File: config.mk
export PLATFORM = sky130hd
export DESIGN_NAME = countdown_timer_bank
export DESIGN_NICKNAME = d
export VERILOG_FILES = /design/src/rtl/countdown_timer_bank_pkg.sv /design/src/rtl/countdown_timer_bank_tick.sv /design/src/rtl/countdown_timer_bank.sv
export SDC_FILE = /design/constraint.sdc
export NUM_CORES = 1
export LEC_CHECK = 0
export BUFFER_PORTS_ARGS = -buffer_cell sky130_fd_sc_hd__buf_2
export CELL_PAD_IN_SITES_DETAIL_PLACEMENT = 0
export CELL_PAD_IN_SITES_GLOBAL_PLACEMENT = 1
export CORE_MARGIN = 2
export CORE_UTILIZATION = 35
export DETAILED_ROUTE_END_ITERATION = 6
export PLACE_DENSITY_LB_ADDON = 0.1
export SETUP_SLACK_MARGIN = 0.5
export SYNTH_ARGS = -nofsm -noshare
export SYNTH_HDL_FRONTEND = slang
export SYNTH_SLANG_ARGS = --single-unit
File: constraint.sdc
create_clock -name clock -period 4.7 [get_ports clock]
set_input_delay 1.175 -clock clock [delete_from_list [all_inputs] [get_ports clock]]
set_output_delay 1.175 -clock clock [all_outputs]
set_load 0.05 [all_outputs]
File: src/rtl/countdown_timer_bank_pkg.sv
// Shared definitions for the countdown timer bank.
// Channel state encodings, default rates and a sizing helper.
package countdown_timer_bank_pkg;

    typedef enum logic [1:0] {
        ST_IDLE = 2'd0,
        ST_RUN  = 2'd1,
        ST_DONE = 2'd2
    } timer_state_e;

    localparam int CLK_HZ_DEF  = 100_000_000;
    localparam int TICK_HZ_DEF = 1;

    function automatic int clog2(input int v);
        int r;
        int x;
        r = 0;
        x = v - 1;
        while (x > 0) begin
            r = r + 1;
            x = x >> 1;
        end
        return r;
    endfunction

endpackage

File: src/rtl/countdown_timer_bank_tick.sv
// Free-running prescaler producing one registered tick every DIV cycles.
// The tick is high exactly while the counter sits at DIV-1.
module tick_prescaler
    import countdown_timer_bank_pkg::*;
#(
    parameter int CLK_HZ  = CLK_HZ_DEF,
    parameter int TICK_HZ = TICK_HZ_DEF
) (
    input  logic clock,
    input  logic reset,
    output logic tick
);

    localparam int DIV = CLK_HZ / TICK_HZ;
    localparam int PW  = (clog2(DIV) < 1) ? 1 : clog2(DIV);

    localparam logic [PW-1:0] LAST = PW'(DIV - 1);
    localparam logic [PW-1:0] PRE  = PW'(DIV - 2);

    logic [PW-1:0] cnt;

    // tick is registered one cycle early so it coincides with cnt == LAST
    always_ff @(posedge clock) begin
        if (reset) begin
            cnt  <= '0;
            tick <= 1'b0;
        end else begin
            tick <= (cnt == PRE);
            if (cnt == LAST) begin
                cnt <= '0;
            end else begin
                cnt <= cnt + 1'b1;
            end
        end
    end

endmodule

File: src/rtl/countdown_timer_bank.sv
// N-channel countdown timer bank sharing one prescaled tick.
// Each channel runs IDLE/RUN/DONE with start > stop > tick priority.
module countdown_timer_bank
    import countdown_timer_bank_pkg::*;
#(
    parameter int CLK_HZ   = CLK_HZ_DEF,
    parameter int TICK_HZ  = TICK_HZ_DEF,
    parameter int WIDTH    = 5,
    parameter int CHANNELS = 2
) (
    input  logic                      clock,
    input  logic                      reset,
    input  logic [CHANNELS*WIDTH-1:0] value,
    input  logic [CHANNELS-1:0]       start,
    input  logic [CHANNELS-1:0]       stop,
    input  logic [CHANNELS-1:0]       hold,
    input  logic [CHANNELS-1:0]       reload,
    output logic                      tick,
    output logic [CHANNELS*WIDTH-1:0] count,
    output logic [CHANNELS-1:0]       busy,
    output logic [CHANNELS-1:0]       done,
    output logic [CHANNELS-1:0]       expired
);

    tick_prescaler #(
        .CLK_HZ (CLK_HZ),
        .TICK_HZ(TICK_HZ)
    ) u_prescaler (
        .clock(clock),
        .reset(reset),
        .tick (tick)
    );

    for (genvar i = 0; i < CHANNELS; i++) begin : g_ch
        timer_state_e     state;
        logic [WIDTH-1:0] cnt;
        logic [WIDTH-1:0] shadow;
        logic [WIDTH-1:0] load;

        assign load = value[i*WIDTH +: WIDTH];

        always_ff @(posedge clock) begin
            if (reset) begin
                state      <= ST_IDLE;
                cnt        <= '0;
                shadow     <= '0;
                busy[i]    <= 1'b0;
                done[i]    <= 1'b0;
                expired[i] <= 1'b0;
            end else begin
                expired[i] <= 1'b0;
                if (start[i]) begin
                    cnt    <= load;
                    shadow <= load;
                    if (load == '0) begin
                        state      <= ST_DONE;
                        busy[i]    <= 1'b0;
                        done[i]    <= 1'b1;
                        expired[i] <= 1'b1;
                    end else begin
                        state   <= ST_RUN;
                        busy[i] <= 1'b1;
                        done[i] <= 1'b0;
                    end
                end else if (stop[i]) begin
                    cnt     <= '0;
                    state   <= ST_IDLE;
                    busy[i] <= 1'b0;
                    done[i] <= 1'b0;
                end else if (state == ST_RUN && tick && !hold[i]) begin
                    if (cnt > WIDTH'(1)) begin
                        cnt <= cnt - 1'b1;
                    end else begin
                        // reload is sampled here, at the expiry itself
                        expired[i] <= 1'b1;
                        if (reload[i]) begin
                            cnt <= shadow;
                        end else begin
                            cnt     <= '0;
                            state   <= ST_DONE;
                            busy[i] <= 1'b0;
                            done[i] <= 1'b1;
                        end
                    end
                end
            end
        end

        assign count[i*WIDTH +: WIDTH] = cnt;
    end

endmodule

======== Yosys cells after proc, flatten, opt, wreduce, memory -nomap -nowiden ========
Index checks and enable logic that the tools add are counted.
operators by class
  add/sub/neg operators ................... 3
  magnitude comparators ................... 2
  eq/ne operators ......................... 8
  muxes and demuxes ....................... 54
  reduce and logical (&&, ||, !) cells .... 13
operators with widths
  operator                                            count
  == test 27 bit, second input constant               2
  two-way mux 5 bit                                   10
  two-way mux 1 bit                                   32
  adder 27 x 1 -> 27 bit, second input constant       1
  two-way mux 2 bit                                   12
  inequality test 3 bit, second input constant        4
  > comparator 5 x 1 -> 1 bit, second input constant  2
  logical NOT 5 bit                                   2
  subtractor 5 x 1 -> 5 bit, second input constant    2
  AND reduction 3 bit                                 2
  nonzero test 3 bit                                  2
  == test 2 x 1 -> 1 bit, second input constant       2
  logical AND 1 bit                                   4
  logical NOT 1 bit                                   2
  OR reduction 2 bit                                  1
word-level totals
  flip-flop bits (word level) ............. 58
  input bits .............................. 20
  output and inout port bits .............. 17
  logic and storage cells ................. 94

======== Logic depth before layout (Yosys ltp) ========
Gate-level depths: netlist (run 1).
  depth in word-level cells ............... 6
  depth in mapped cells ................... 6

======== By module ========
Synthesis (run 1) repeated with hierarchy kept, for this count alone.
unflattened totals
  cell total of the unflattened synthesis .. 324
  area total of the unflattened synthesis .. 2800.2 sq um
by module, submodules not included
  module                times used  cells an instance  area each (sq um)
  tick_prescaler        1           153                1402.6
  countdown_timer_bank  1           171                1397.6

======== Worst setup path after synthesis (run 1) ========
No wires, ideal clock.
  kind .................................... input port to flip-flop
  start ................................... input port hold[1]
  end ..................................... register g_ch[1].state[0]
  library setup time ...................... 0.132 ns
  arrival time ............................ 2.137 ns
  required time ........................... 4.568 ns
  path slack .............................. 2.431 ns
  cell stages on the path ................. 4
  path buffers ............................ 0
  path through ............................ nor4bb_1 > nor4b_1 > or4b_2 > a21oi_1
between the ends
  longest elaborated chain between the ends .. 4
RTL lines
  element                        RTL line                    text
  start, declared                countdown_timer_bank.sv:16  input logic [CHANNELS-1:0] hold,
  logical NOT 1 bit              countdown_timer_bank.sv:70  end else if (state == ST_RUN && tick && !hold[i]) begin
  logical AND 1 bit              countdown_timer_bank.sv:70
  nonzero test 3 bit (no line)   --
  AND reduction 3 bit (no line)  --
  end signal, assigned           countdown_timer_bank.sv:61  state <= ST_RUN;
  end signal, assigned           countdown_timer_bank.sv:67  state <= ST_IDLE;
  end signal, assigned           countdown_timer_bank.sv:80  state <= ST_DONE;
  end, declared                  countdown_timer_bank.sv:35  timer_state_e state;
No other way between the ends.
A chain may end at the register's enable or synchronous reset.

======== Worst setup path in the final report (run 1) ========
  start ................................... input port reset
  end ..................................... register u_prescaler.cnt[13]
between the ends
  longest elaborated chain between the ends .. 1
RTL lines
  element                       RTL line                         text
  start, declared               countdown_timer_bank.sv:12       input logic reset,
  OR reduction 2 bit (no line)  --
  end signal, assigned          countdown_timer_bank_tick.sv:32  cnt <= cnt + 1'b1;
  end, declared                 countdown_timer_bank_tick.sv:20  logic [PW-1:0] cnt;
No other way between the ends.

==> impl_metrics.env, run 1 <==
export IMPL_yosys_warnings=0
export IMPL_routabilityCongestion=0.778
export IMPL_clock_tree_from_tritoncts="done"
export IMPL_hold_path_startpoint="u_prescaler.cnt[0]$_SDFF_PP0_"
export IMPL_kind_of_capture_point_of_the_worst_setup_path="flip-flop"
export IMPL_chipHeight_um=92.5
export IMPL_power_ir_vdd_worst_mv=0.138
export IMPL_setup_repair_after_global_routing_missed_its_margin="false"
export IMPL_final_min_period_over_clock_period_pct=50.2
export IMPL_netlist_area_leader_share_pct=39.4
export IMPL_finalWirelength_mm=6.51
export IMPL_use_met3_pct=3.34
export IMPL_worst_setup_path_type="in2reg"
export IMPL_fillCellCount=818
export IMPL_crit_path_max_fanout=32
export IMPL_cells_traversed_along_the_worst_timing_path="buf_2 -> inv_1 -> o31ai_2 -> buf_4 -> nor2_1"
export IMPL_finalSetupViolCount=0
export IMPL_worst_ep_arrival_time_ns=2.56
export IMPL_worst_pin_slew_ns=0.892
export IMPL_min_path_type="reg2reg"
export IMPL_global_route_peak_usage_layer="met2"
export IMPL_setup_worst_path_start="reset"
export IMPL_power_density_nw_per_um2=302
export IMPL_worst_clock_skew_ns=0.00989
export IMPL_report_final_hold_viol_count=0
export IMPL_dr_total_vias=2442
export IMPL_cts_hold_buffers_added=0
export IMPL_dieArea_um2=8560
export IMPL_synth_top_flop_cell="dfxtp_1"
export IMPL_floorplan_rows=32
export IMPL_io_pins=37
export IMPL_grt_overflow_total=0
export IMPL_p_total_mw=0.944
export IMPL_tritoncts_num_buffers=5
export IMPL_first_global_vias=2277
export IMPL_core_um2=7650
export IMPL_vias_per_cell=5.29
export IMPL_static_leak_nw=1.09
export IMPL_max_clock_freq_mhz=424
export IMPL_number_of_drc_violations_after_detailed_routing=0
export IMPL_combinational_power_share_pct=14.1
export IMPL_diodes=0
export IMPL_skew_pair_late_insertion_delay_ns=0.31
export IMPL_post_drt_wl_per_cell_um=14.1
export IMPL_cts_repair_timing_setup_buffer_count=0
export IMPL_start_util_pct=35.9
export IMPL_switching_share_pct=27.9
export IMPL_worst_path_setup_slack_after_routing_ns=2.34
export IMPL_synth_enable_flop_cells=0
export IMPL_mappedNetlistArea_um2=2740
export IMPL_clock_path_buffers=2
export IMPL_synth_net_count=352
export IMPL_leading_cell_types_in_the_layout_fill_and_taps_excluded="dfxtp_1, buf_2, a21oi_1"
export IMPL_clkSinkCount=54
export IMPL_power_net_switching_mw=0.264
export IMPL_num_nets_final=385
export IMPL_pwr_share_clk_pct=34.2
export IMPL_power_sequential_fraction_pct=51.7
export IMPL_drv_cap=0
export IMPL_grt_max_degree=33
export IMPL_finalMaxSlewViolations=0
export IMPL_drtIter0Drc=65
export IMPL_place_ws_ns=2.01
export IMPL_worst_setup_hold_path_clk_slew_ns=0.09
export IMPL_timing_critical_path_slowest_cell_delay_ns=0.48
export IMPL_gr_usage_all_layers_pct=15.8
export IMPL_dp_hpwl_mm=4.69
export IMPL_final_antenna_net_count=0
export IMPL_postCtsResizedCells=0
export IMPL_antenna_found_initial=0
export IMPL_dieWidth_um=92.5
export IMPL_ys_seq_elements=54
export IMPL_final_setup_tns_ns=0
export IMPL_instance_count_of_the_mapped_netlist=326
export IMPL_internal_power_mw=0.680
export IMPL_portBuffers=36
export IMPL_global_route_usage_met1_pct=21.7
export IMPL_clockRootBuffer="clkbuf_8"
export IMPL_post_synth_main_area_contributors="dfxtp_1, a21oi_1, nor2_1, nand2_1, xor2_1"
export IMPL_synthDominantAreaCellType="dfxtp_1"
export IMPL_syn_to_layout_area_delta_pct=14.0
export IMPL_fin_crit_ns=2.36
export IMPL_syn_avg_cell_area_um2=8.42
export IMPL_cp_top_family="buffers and inverters"
export IMPL_worst_path_max_delay_cell="buf_2"
export IMPL_synth_seq_area_share_pct=39.4
export IMPL_global_route_usage_met2_pct=25.2
export IMPL_cp_required_ns=4.90
export IMPL_crit_path_start_kind="input port"
export IMPL_path_buf_inv=3
export IMPL_firstDrtPassIters=4
export IMPL_asyncSetResetFlopFracSynth_pct=0
export IMPL_drive_gt1_share_pct=16.1
export IMPL_r2r_start="u_prescaler.cnt[11]$_SDFF_PP0_"
export IMPL_mostFrequentLayoutCell="dfxtp_1"
export IMPL_status="complete, no violations"
export IMPL_cts_htree_levels=2
export IMPL_slew_limit_headroom_pct=40.2
export IMPL_synth_unique_cells=47
export IMPL_grt_pass1_wl_mm=11.1
==> final timing paths <==
kind	endpoint	slack [ns]	depth (start not counted)
setup / recovery	u_prescaler.cnt[13]$_SDFF_PP0_	2.34	5
hold / removal	u_prescaler.cnt[0]$_SDFF_PP0_	0.48	1
setup reg to reg	u_prescaler.cnt[13]$_SDFF_PP0_	2.45	5
hold reg to reg	u_prescaler.cnt[0]$_SDFF_PP0_	0.48	1
==> cell usage after synthesis (3+ instances only) <==
| cell type | count |
|---|---|
| xor2_1 | 10 |
| nand2_1 | 28 |
| or4_1 | 11 |
| mux2i_1 | 3 |
| nand4_1 | 9 |
| and4_1 | 3 |
| nand3_1 | 17 |
| nor3_1 | 8 |
| nor4_1 | 5 |
| and2_1 | 3 |
| or3_1 | 5 |
| a22oi_1 | 3 |
| nor2_1 | 30 |
| inv_1 | 11 |
| dfxtp_1 | 54 |
| a21oi_1 | 32 |
| clkbuf_1 | 6 |
| ha_1 | 6 |
| a311oi_1 | 6 |
| nand2b_1 | 8 |
| buf_2 | 3 |
| nor4bb_1 | 3 |
| xnor2_1 | 6 |
| o31ai_1 | 11 |
| o21ai_0 | 12 |
| nor3b_1 | 3 |
==> cell type report <==
class	count	area [um^2]	share of cell area (%)
tap	102	128	4.08
multi-input combinational	250	1570	50.3
timing repair buffer	37	188	6.00
sequential	54	1080	34.6
clock buffer	5	68.8	2.20
inverter	11	41.3	1.32
clock inverter	3	47.5	1.52
==> state kept, by name, indices dropped and copies added (netlist names) <==
name / count
done: 2
expired: 2
g_ch.cnt: 10
g_ch.shadow: 10
g_ch.state: 2
u_prescaler.cnt: 27
u_prescaler.tick: 1
==> kinds of logic (layout without fill, tap and decap cells) <==
group	count (synthesis)	in the layout	share of synthesized area [%]
fa+ha+maj	6	6	2.74
simple gates	145	145	29.6
flops	54	54	39.4
mux	3	3	1.09
buf+inv	22	56	3.42
xor+xnor	16	16	5.11
compound gates	80	80	18.6
==> power by group through the flow <==
stage	clock, mW	combinational, mW	sequential (mW)
after floorplan	0	0.0719	0.520
after global placement	0	0.136	0.498
after detailed placement	0	0.133	0.498
after CTS	0.343	0.134	0.488
after global routing	0.354	0.148	0.491
final	0.323	0.133	0.488
==> metrics by stage <==
step | instance area [um^2] | std cells | hold slack (ns) | util [%]
2_1_floorplan | 2740 | 326 | 0.430 | -
3_3_place_gp | 3010 | 454 | 0.451 | 39.4
3_5_place_dp | 3010 | 454 | 0.463 | 39.4
4_1_cts | 3130 | 462 | 0.483 | 40.9
5_1_grt | 3130 | 462 | 0.500 | 40.9
6_report | 3130 | 462 | 0.479 | 40.9
==> routing by layer <==
metal | share of wire, % | vias up
met5 | 0 | -
met4 | 1.2 | 0
met3 | 4.3 | 6
met2 | 44 | 42
met1 | 50 | 1116
li1 | - | 1278
No activity file was read; power rests on OpenSTA's default activity.
==> run 2, diff against run 1 <==
--- a/config.mk
+++ b/config.mk
@@ -5,6 +5,7 @@
 export SDC_FILE = /design/constraint.sdc
 export NUM_CORES = 1
 export LEC_CHECK = 0
+export ABC_AREA = 1
 export BUFFER_PORTS_ARGS = -buffer_cell sky130_fd_sc_hd__buf_2
 export CELL_PAD_IN_SITES_DETAIL_PLACEMENT = 0
 export CELL_PAD_IN_SITES_GLOBAL_PLACEMENT = 1
==> constraint.sdc (replaced) <==
create_clock -name clock -period 1.9 [get_ports clock]
set_input_delay 0.475 -clock clock [delete_from_list [all_inputs] [get_ports clock]]
set_output_delay 0.475 -clock clock [all_outputs]
set_load 0.05 [all_outputs]
==> run 2 against run 1 <==
  * First-iteration DRC count up 46%
  * Clock power rose to 2.5 times the previous value
  * Sequential share of layout area down 4.4 points
  * Clock skew up 0.00095 ns
  * Largest cell class unchanged
==> impl_metrics.env, run 2 <==
export IMPL_drtIter0Drc=95
export IMPL_combinational_power_share_pct=19.8
export IMPL_hold_slack_ns=0.414
export IMPL_grt_overflow_total=0
export IMPL_synthDominantAreaCellType="dfxtp_1"
export IMPL_synth_net_count=484
export IMPL_asyncSetResetFlopFracSynth_pct=0
export IMPL_static_leak_nw=1.37
export IMPL_switching_share_pct=30.8
export IMPL_finalSetupViolCount=0
export IMPL_cts_hold_buffers_added=0
export IMPL_regMostFlops="u_prescaler.cnt"
export IMPL_kind_of_capture_point_of_the_worst_setup_path="output port"
export IMPL_place_ws_ns=0.240
export IMPL_fillCellCount=846
export IMPL_r2r_start="u_prescaler.cnt[0]$_SDFF_PP0_"
export IMPL_power_net_switching_mw=0.780
export IMPL_path_buf_inv=1
export IMPL_internal_power_mw=1.75
export IMPL_cp_top_family="flip-flops"
export IMPL_syn_avg_cell_area_um2=6.54
export IMPL_routabilityCongestion=0.841
export IMPL_hold_depth=3
export IMPL_core_um2=8260
export IMPL_final_min_period_over_clock_period_pct=71.7
export IMPL_max_clock_freq_mhz=734
export IMPL_cells_traversed_along_the_worst_timing_path="buf_8"
export IMPL_dp_hpwl_mm=5.99
export IMPL_crit_path_max_fanout=7
export IMPL_floorplan_rows=33
export IMPL_synth_enable_flop_cells=0
export IMPL_largestRegisters="u_prescaler.cnt: 27 flops, g_ch.cnt: 10 flops, g_ch.shadow: 10 flops"
export IMPL_crit_path_start_kind="flip-flop"
export IMPL_status="complete, no violations"
export IMPL_pwr_share_clk_pct=32.0
export IMPL_p_total_mw=2.53
export IMPL_first_global_vias=2721
export IMPL_leading_cell_types_in_the_layout_fill_and_taps_excluded="nand2_1, nor2_1, a21oi_1"
export IMPL_worst_setup_path_type="reg2out"
export IMPL_register_area_um2=1150
export IMPL_num_nets_final=532
export IMPL_synth_top_flop_cell="dfxtp_1"
export IMPL_dr_total_vias=2973
export IMPL_cts_htree_levels=2
export IMPL_clockRootBuffer="clkbuf_8"
export IMPL_start_util_pct=36.3
export IMPL_reg2reg_to="u_prescaler.cnt[22]$_SDFF_PP0_"
export IMPL_grt_max_degree=18
export IMPL_portBuffers=36
export IMPL_largest_register_ffs=27
export IMPL_drive_gt1_share_pct=28.6
export IMPL_power_density_nw_per_um2=664
export IMPL_post_synth_main_area_contributors="dfxtp_1, nand2_1, a21oi_1, nor2_1, nand3_1"
export IMPL_worst_ep_arrival_time_ns=0.89
export IMPL_post_drt_wl_per_cell_um=13.4
export IMPL_mappedNetlistArea_um2=3000
export IMPL_finalWirelength_mm=8.20
export IMPL_vias_per_cell=4.86
export IMPL_finalMaxSlewViolations=0
export IMPL_synth_unique_cells=26
export IMPL_clock_path_buffers=2
export IMPL_ff2ff_path_depth=7
export IMPL_fin_crit_ns=1.36
export IMPL_clkSinkCount=54
export IMPL_synthMostInstantiatedCell="nand2_1"
export IMPL_ys_top_cells_by_count="nand2_1, nor2_1, dfxtp_1"
export IMPL_syn_to_layout_area_delta_pct=27.3
export IMPL_worst_pin_slew_ns=0.436
export IMPL_drv_cap=0
export IMPL_hold_path_startpoint="value[6]"
export IMPL_worst_path_max_delay_cell="dfxtp_4"
export IMPL_timing_critical_path_slowest_cell_delay_ns=0.41
export IMPL_instance_count_of_the_mapped_netlist=458
export IMPL_skew_pair_late_insertion_delay_ns=0.32
export IMPL_io_pins=37
export IMPL_hold_path_endpoint="g_ch[1].shadow[1]$_SDFFE_PP0P_"
export IMPL_clock_tree_from_tritoncts="done"
export IMPL_number_of_drc_violations_after_detailed_routing=0
export IMPL_power_sequential_fraction_pct=48.3
export IMPL_mostFrequentLayoutCell="nand2_1"
export IMPL_setup_repair_after_global_routing_missed_its_margin="true"
export IMPL_final_antenna_net_count=0
export IMPL_regToRegSetupSlack_ns=0.54
export IMPL_slew_limit_headroom_pct=70.9
export IMPL_yosys_warnings=0
export IMPL_tritoncts_num_buffers=5
export IMPL_report_final_hold_viol_count=0
export IMPL_diodes=0
export IMPL_ys_seq_elements=54
export IMPL_dieWidth_um=96.5
export IMPL_antenna_found_initial=0
export IMPL_dieArea_um2=9320
export IMPL_power_ir_vdd_worst_mv=0.292
export IMPL_firstDrtPassIters=6
export IMPL_chipHeight_um=96.5
export IMPL_worst_path_setup_slack_after_routing_ns=0.539
export IMPL_multi_input_area_um2=1910
export IMPL_grt_pass1_wl_mm=13.2
export IMPL_min_path_type="in2reg"
export IMPL_worst_clock_skew_ns=0.0108
export IMPL_synth_seq_area_share_pct=36.1
export IMPL_worst_setup_hold_path_clk_slew_ns=0.11
export IMPL_gr_usage_all_layers_pct=18.3
export IMPL_final_setup_tns_ns=0
export IMPL_netlist_area_leader_share_pct=36.1
export IMPL_cp_required_ns=1.42
-- run 2: metal layers --
| layer | wire length [um] | GRT usage [%] | part of all wire (%) | vias up |
|---|---|---|---|---|
| li1 | - | - | - | 1573 |
| met1 | 4130 | 25.8 | 50 | 1324 |
| met2 | 3580 | 28.4 | 44 | 65 |
| met3 | 361 | 2.72 | 4.4 | 11 |
| met4 | 137 | 7.04 | 1.7 | 0 |
| met5 | 0 | 0 | 0 | - |
-- run 2: what timing repair did --
| item | 4_1_cts | 5_1_grt |
|---|---|---|
| cloned | 3 | 0 |
| setup endpoints to repair | 49 | 54 |
| gates resized for setup | 43 | 68 |
| pin swaps | 2 | 12 |
| buffers inserted | 0 | 6 |
-- run 2: cells by family (layout without fill, tap and decap cells) --
logic type	count (synthesis)	count (layout)	share of synthesized area, %
buffers and inverters	50	96	7.18
AO/OA/AOI/OAI	68	68	11.8
XOR/XNOR	10	10	2.92
AND/OR/NAND/NOR	270	273	39.5
flip-flops	54	54	36.1
adder cells (fa/ha/maj)	6	6	2.51
-- run 2: how the worst max path moves through the flow --
stage	start	endpoint	slack, ns	depth (start not counted)
6_report	g_ch[1].cnt[0]$_SDFFE_PP0P_	count[5]	0.54	1
5_1_grt	u_prescaler.cnt[0]$_SDFF_PP0_	u_prescaler.cnt[20]$_SDFF_PP0_	0.44	8
4_1_cts	u_prescaler.cnt[4]$_SDFF_PP0_	u_prescaler.cnt[21]$_SDFF_PP0_	0.49	7
3_5_place_dp	start[0]	g_ch[0].cnt[3]$_SDFFE_PP0P_	0.24	7
3_3_place_gp	start[0]	g_ch[0].cnt[0]$_SDFFE_PP0P_	0.27	7
2_1_floorplan	g_ch[1].cnt[2]$_SDFFE_PP0P_	g_ch[1].cnt[2]$_SDFFE_PP0P_	0.50	5
-- run 2: per-stage QoR --
step | utilization (%) | cell area [um^2] | instances
after floorplan | - | 3020 | 458
after global routing | 46.2 | 3810 | 612
final | 46.2 | 3810 | 612
after global placement | 39.9 | 3300 | 595
after CTS | 43.4 | 3580 | 606
after detailed placement | 39.9 | 3300 | 595
-- run 2: area by class of cell --
cell class / instances / area share [%]
multi-input combinational: 357 / 50.0
sequential: 54 / 30.2
timing repair buffer: 45 / 9.09
inverter: 43 / 4.33
tap: 105 / 3.44
clock buffer: 5 / 1.80
clock inverter: 3 / 1.15
-- run 2: tightest hold or removal path: cells and delay by family --
| family | cells | cell delay (ns) |
|---|---|---|
| AND/OR/NAND/NOR | 1 | 0.06 |
| buffers and inverters | 1 | 0.11 |
| AO/OA/AOI/OAI | 1 | 0.05 |
-- run 2: power by group through the flow --
stage,Sequential (mW),Clock (mW),Combinational [mW]
2_1_floorplan,1.31,0,0.228
3_3_place_gp,1.24,0,0.420
3_5_place_dp,1.24,0,0.421
4_1_cts,1.22,0.836,0.462
5_1_grt,1.23,0.885,0.551
6_report,1.22,0.810,0.500
==> run 3, diff against run 2 <==
==> constraint.sdc (replaced) <==
create_clock -name clock -period 1.3 [get_ports clock]
set_input_delay 0.325 -clock clock [delete_from_list [all_inputs] [get_ports clock]]
set_output_delay 0.325 -clock clock [all_outputs]
set_load 0.05 [all_outputs]
==> run 3 against run 2 <==
  * The run now ends with negative setup slack left
  * Clock power rose by 42%
  * Clock-buffer cell count is the same
  * Design area grew 25%
  * Die area is the same
  * Global-route usage grew 2.2 points
  * Critical path depth up 7
  * Worst hold slack worse by 0.13 ns
  * Critical endpoint is now u_prescaler.cnt[10]$_SDFF_PP0_
  * Combinational power grew 110%
  * Core utilization grew 11 points
  * Register-to-register slack lost 0.60 ns
  * Non-clock buffer count grew 50
==> impl_metrics.env, run 3 (synthesis gave the netlist of run 2 again) <==
export IMPL_firstDrtPassIters=5
export IMPL_drv_cap=0
export IMPL_final_setup_tns_ns=-0.497
export IMPL_final_antenna_net_count=0
export IMPL_dr_total_vias=3234
export IMPL_r2r_start="u_prescaler.cnt[1]$_SDFF_PP0_"
export IMPL_status="finished with violations"
export IMPL_clock_path_buffers=2
export IMPL_hold_slack_ns=0.282
export IMPL_finalSetupViolCount=26
export IMPL_regToRegSetupSlack_ns=-0.06
export IMPL_failed_checks="negative setup slack"
export IMPL_mostFrequentLayoutCell="nand2_1"
export IMPL_post_placement_cell_area_um2=3800
export IMPL_worst_clock_skew_ns=0.00487
export IMPL_reg2reg_to="u_prescaler.cnt[10]$_SDFF_PP0_"
export IMPL_grt_overflow_total=0
export IMPL_kind_of_capture_point_of_the_worst_setup_path="flip-flop"
export IMPL_worst_pin_slew_ns=0.248
export IMPL_clock_tree_from_tritoncts="done"
export IMPL_syn_to_layout_area_delta_pct=58.7
export IMPL_cp_required_ns=1.51
export IMPL_power_ir_vdd_worst_mv=0.524
export IMPL_core_um2=8260
export IMPL_finalWirelength_mm=8.93
export IMPL_worst_setup_hold_path_clk_slew_ns=0.10
export IMPL_crit_path_start_kind="flip-flop"
export IMPL_report_final_hold_viol_count=0
export IMPL_largestRegisters="u_prescaler.cnt: 27 flops, g_ch.cnt: 10 flops, g_ch.shadow: 10 flops"
export IMPL_clockRootBuffer="clkbuf_8"
export IMPL_fillCellCount=784
export IMPL_power_density_nw_per_um2=841
export IMPL_dieArea_um2=9320
export IMPL_finish_cell_count_without_fillers=659
export IMPL_fin_crit_ns=1.36
export IMPL_clkSinkCount=54
export IMPL_skew_pair_late_insertion_delay_ns=0.31
export IMPL_start_util_pct=36.3
export IMPL_worst_path_setup_slack_after_routing_ns=-0.0567
export IMPL_first_global_vias=3220
export IMPL_tritoncts_num_buffers=5
export IMPL_num_nets_final=579
export IMPL_register_area_um2=1190
export IMPL_dieWidth_um=96.5
export IMPL_top_layer_used="met4"
export IMPL_finalCoreUtilization_pct=57.6
export IMPL_dp_hpwl_mm=6.40
export IMPL_hold_depth=3
export IMPL_detailroute_wirelength_met3_um=347
export IMPL_largest_register_ffs=27
export IMPL_met2WireLength_mm=4.28
export IMPL_cts_htree_levels=2
export IMPL_ff2ff_path_depth=8
export IMPL_drtIter0Drc=41
export IMPL_cts_hold_buffers_added=0
export IMPL_diodes=0
export IMPL_static_leak_nw=1.77
export IMPL_max_clock_freq_mhz=737
export IMPL_vias_per_cell=4.91
export IMPL_leading_cell_types_in_the_layout_fill_and_taps_excluded="nand2_1, buf_4, nor2_1"
export IMPL_design_area_um2=4760
export IMPL_crit_path_max_fanout=6
export IMPL_multi_input_area_um2=2300
export IMPL_regMostFlops="u_prescaler.cnt"
export IMPL_grt_max_degree=17
export IMPL_chipHeight_um=96.5
export IMPL_min_path_type="in2reg"
export IMPL_floorplan_rows=33
export IMPL_dp_cells=625
export IMPL_slew_limit_headroom_pct=83.3
export IMPL_drive_gt1_share_pct=51.1
export IMPL_antenna_found_initial=0
export IMPL_routabilityCongestion=0.905
export IMPL_final_min_period_over_clock_period_pct=104
export IMPL_setup_worst_path_start="u_prescaler.cnt[1]$_SDFF_PP0_"
export IMPL_worst_ep_arrival_time_ns=1.57
export IMPL_hold_path_endpoint="g_ch[0].shadow[2]$_SDFFE_PP0P_"
export IMPL_number_of_drc_violations_after_detailed_routing=0
export IMPL_p_total_mw=4.00
export IMPL_portBuffers=36
export IMPL_place_ws_ns=-0.0571
export IMPL_post_drt_wl_per_cell_um=13.6
export IMPL_route_layer_met1_wl_mm=4.11
export IMPL_io_pins=37
export IMPL_setup_repair_after_global_routing_missed_its_margin="true"
export IMPL_gr_usage_all_layers_pct=20.6
export IMPL_worst_setup_path_type="reg2reg"
export IMPL_grt_pass1_wl_mm=14.9
export IMPL_finalMaxSlewViolations=0
export IMPL_hold_path_startpoint="value[2]"
run 3: cell count changes in the layout (fill, tap and decap cells not counted), sizes merged:
cell      before  now
buf           43   95
nand2        135  132
clkbuf         7    5
clkinv         1    2
clkinvlp       1    0
run 3: power breakdown:
| group | internal, mW | leakage (nW) | switching [mW] |
|---|---|---|---|
| combinational | 0.474 | 1.24 | 0.597 |
| sequential | 1.69 | 0.466 | 0.0833 |
| clock | 0.569 | 0.0579 | 0.584 |
run 3: per-layer routing:
| metal | vias to the layer above | GRT usage (%) |
|---|---|---|
| met1 | 1497 | 27.2 |
| met3 | 14 | 2.95 |
| li1 | 1661 | - |
| met5 | - | 0 |
| met2 | 62 | 35.0 |
| met4 | 0 | 5.75 |
run 3: layout make-up:
| class | count | share of cell area (%) |
|---|---|---|
| Clock inverter | 3 | 0.842 |
| Tap cell | 105 | 2.76 |
| Clock buffer | 5 | 1.45 |
| Multi-Input combinational cell | 354 | 48.3 |
| Inverter | 43 | 3.60 |
| Timing Repair Buffer | 95 | 17.9 |
| Sequential cell | 54 | 25.1 |
run 3: worst max-delay path by stage:
stage,end,slack (ns),cells past startpoint
after CTS,u_prescaler.cnt[20]$_SDFF_PP0_,-0.01,8
final,u_prescaler.cnt[10]$_SDFF_PP0_,-0.06,8
after detailed placement,u_prescaler.cnt[25]$_SDFF_PP0_,-0.06,7
after global routing,u_prescaler.cnt[20]$_SDFF_PP0_,-0.15,8
after floorplan,done[1]$_SDFFE_PP0P_,0.05,7
after global placement,u_prescaler.cnt[25]$_SDFF_PP0_,-0.05,7
run 3: worst max-delay path, cell delays in order, from the launching register on:
cell	delay, ns
dfxtp_4	0.37
ha_4	0.16
buf_4	0.12
nand3_4	0.08
nor2_4	0.10
nand2_2	0.07
nand2_4	0.12
buf_4	0.18
a21oi_1	0.05
run 3: what timing repair did:
| item | 4_1_cts | 5_1_grt |
|---|---|---|
| hold endpoints to repair | 0 | 0 |
| setup endpoints to repair | 61 | 61 |
| resized for setup | 148 | 34 |
| pin swaps | 39 | 30 |
| buffers inserted | 16 | 9 |
| cloned | 1 | 0 |
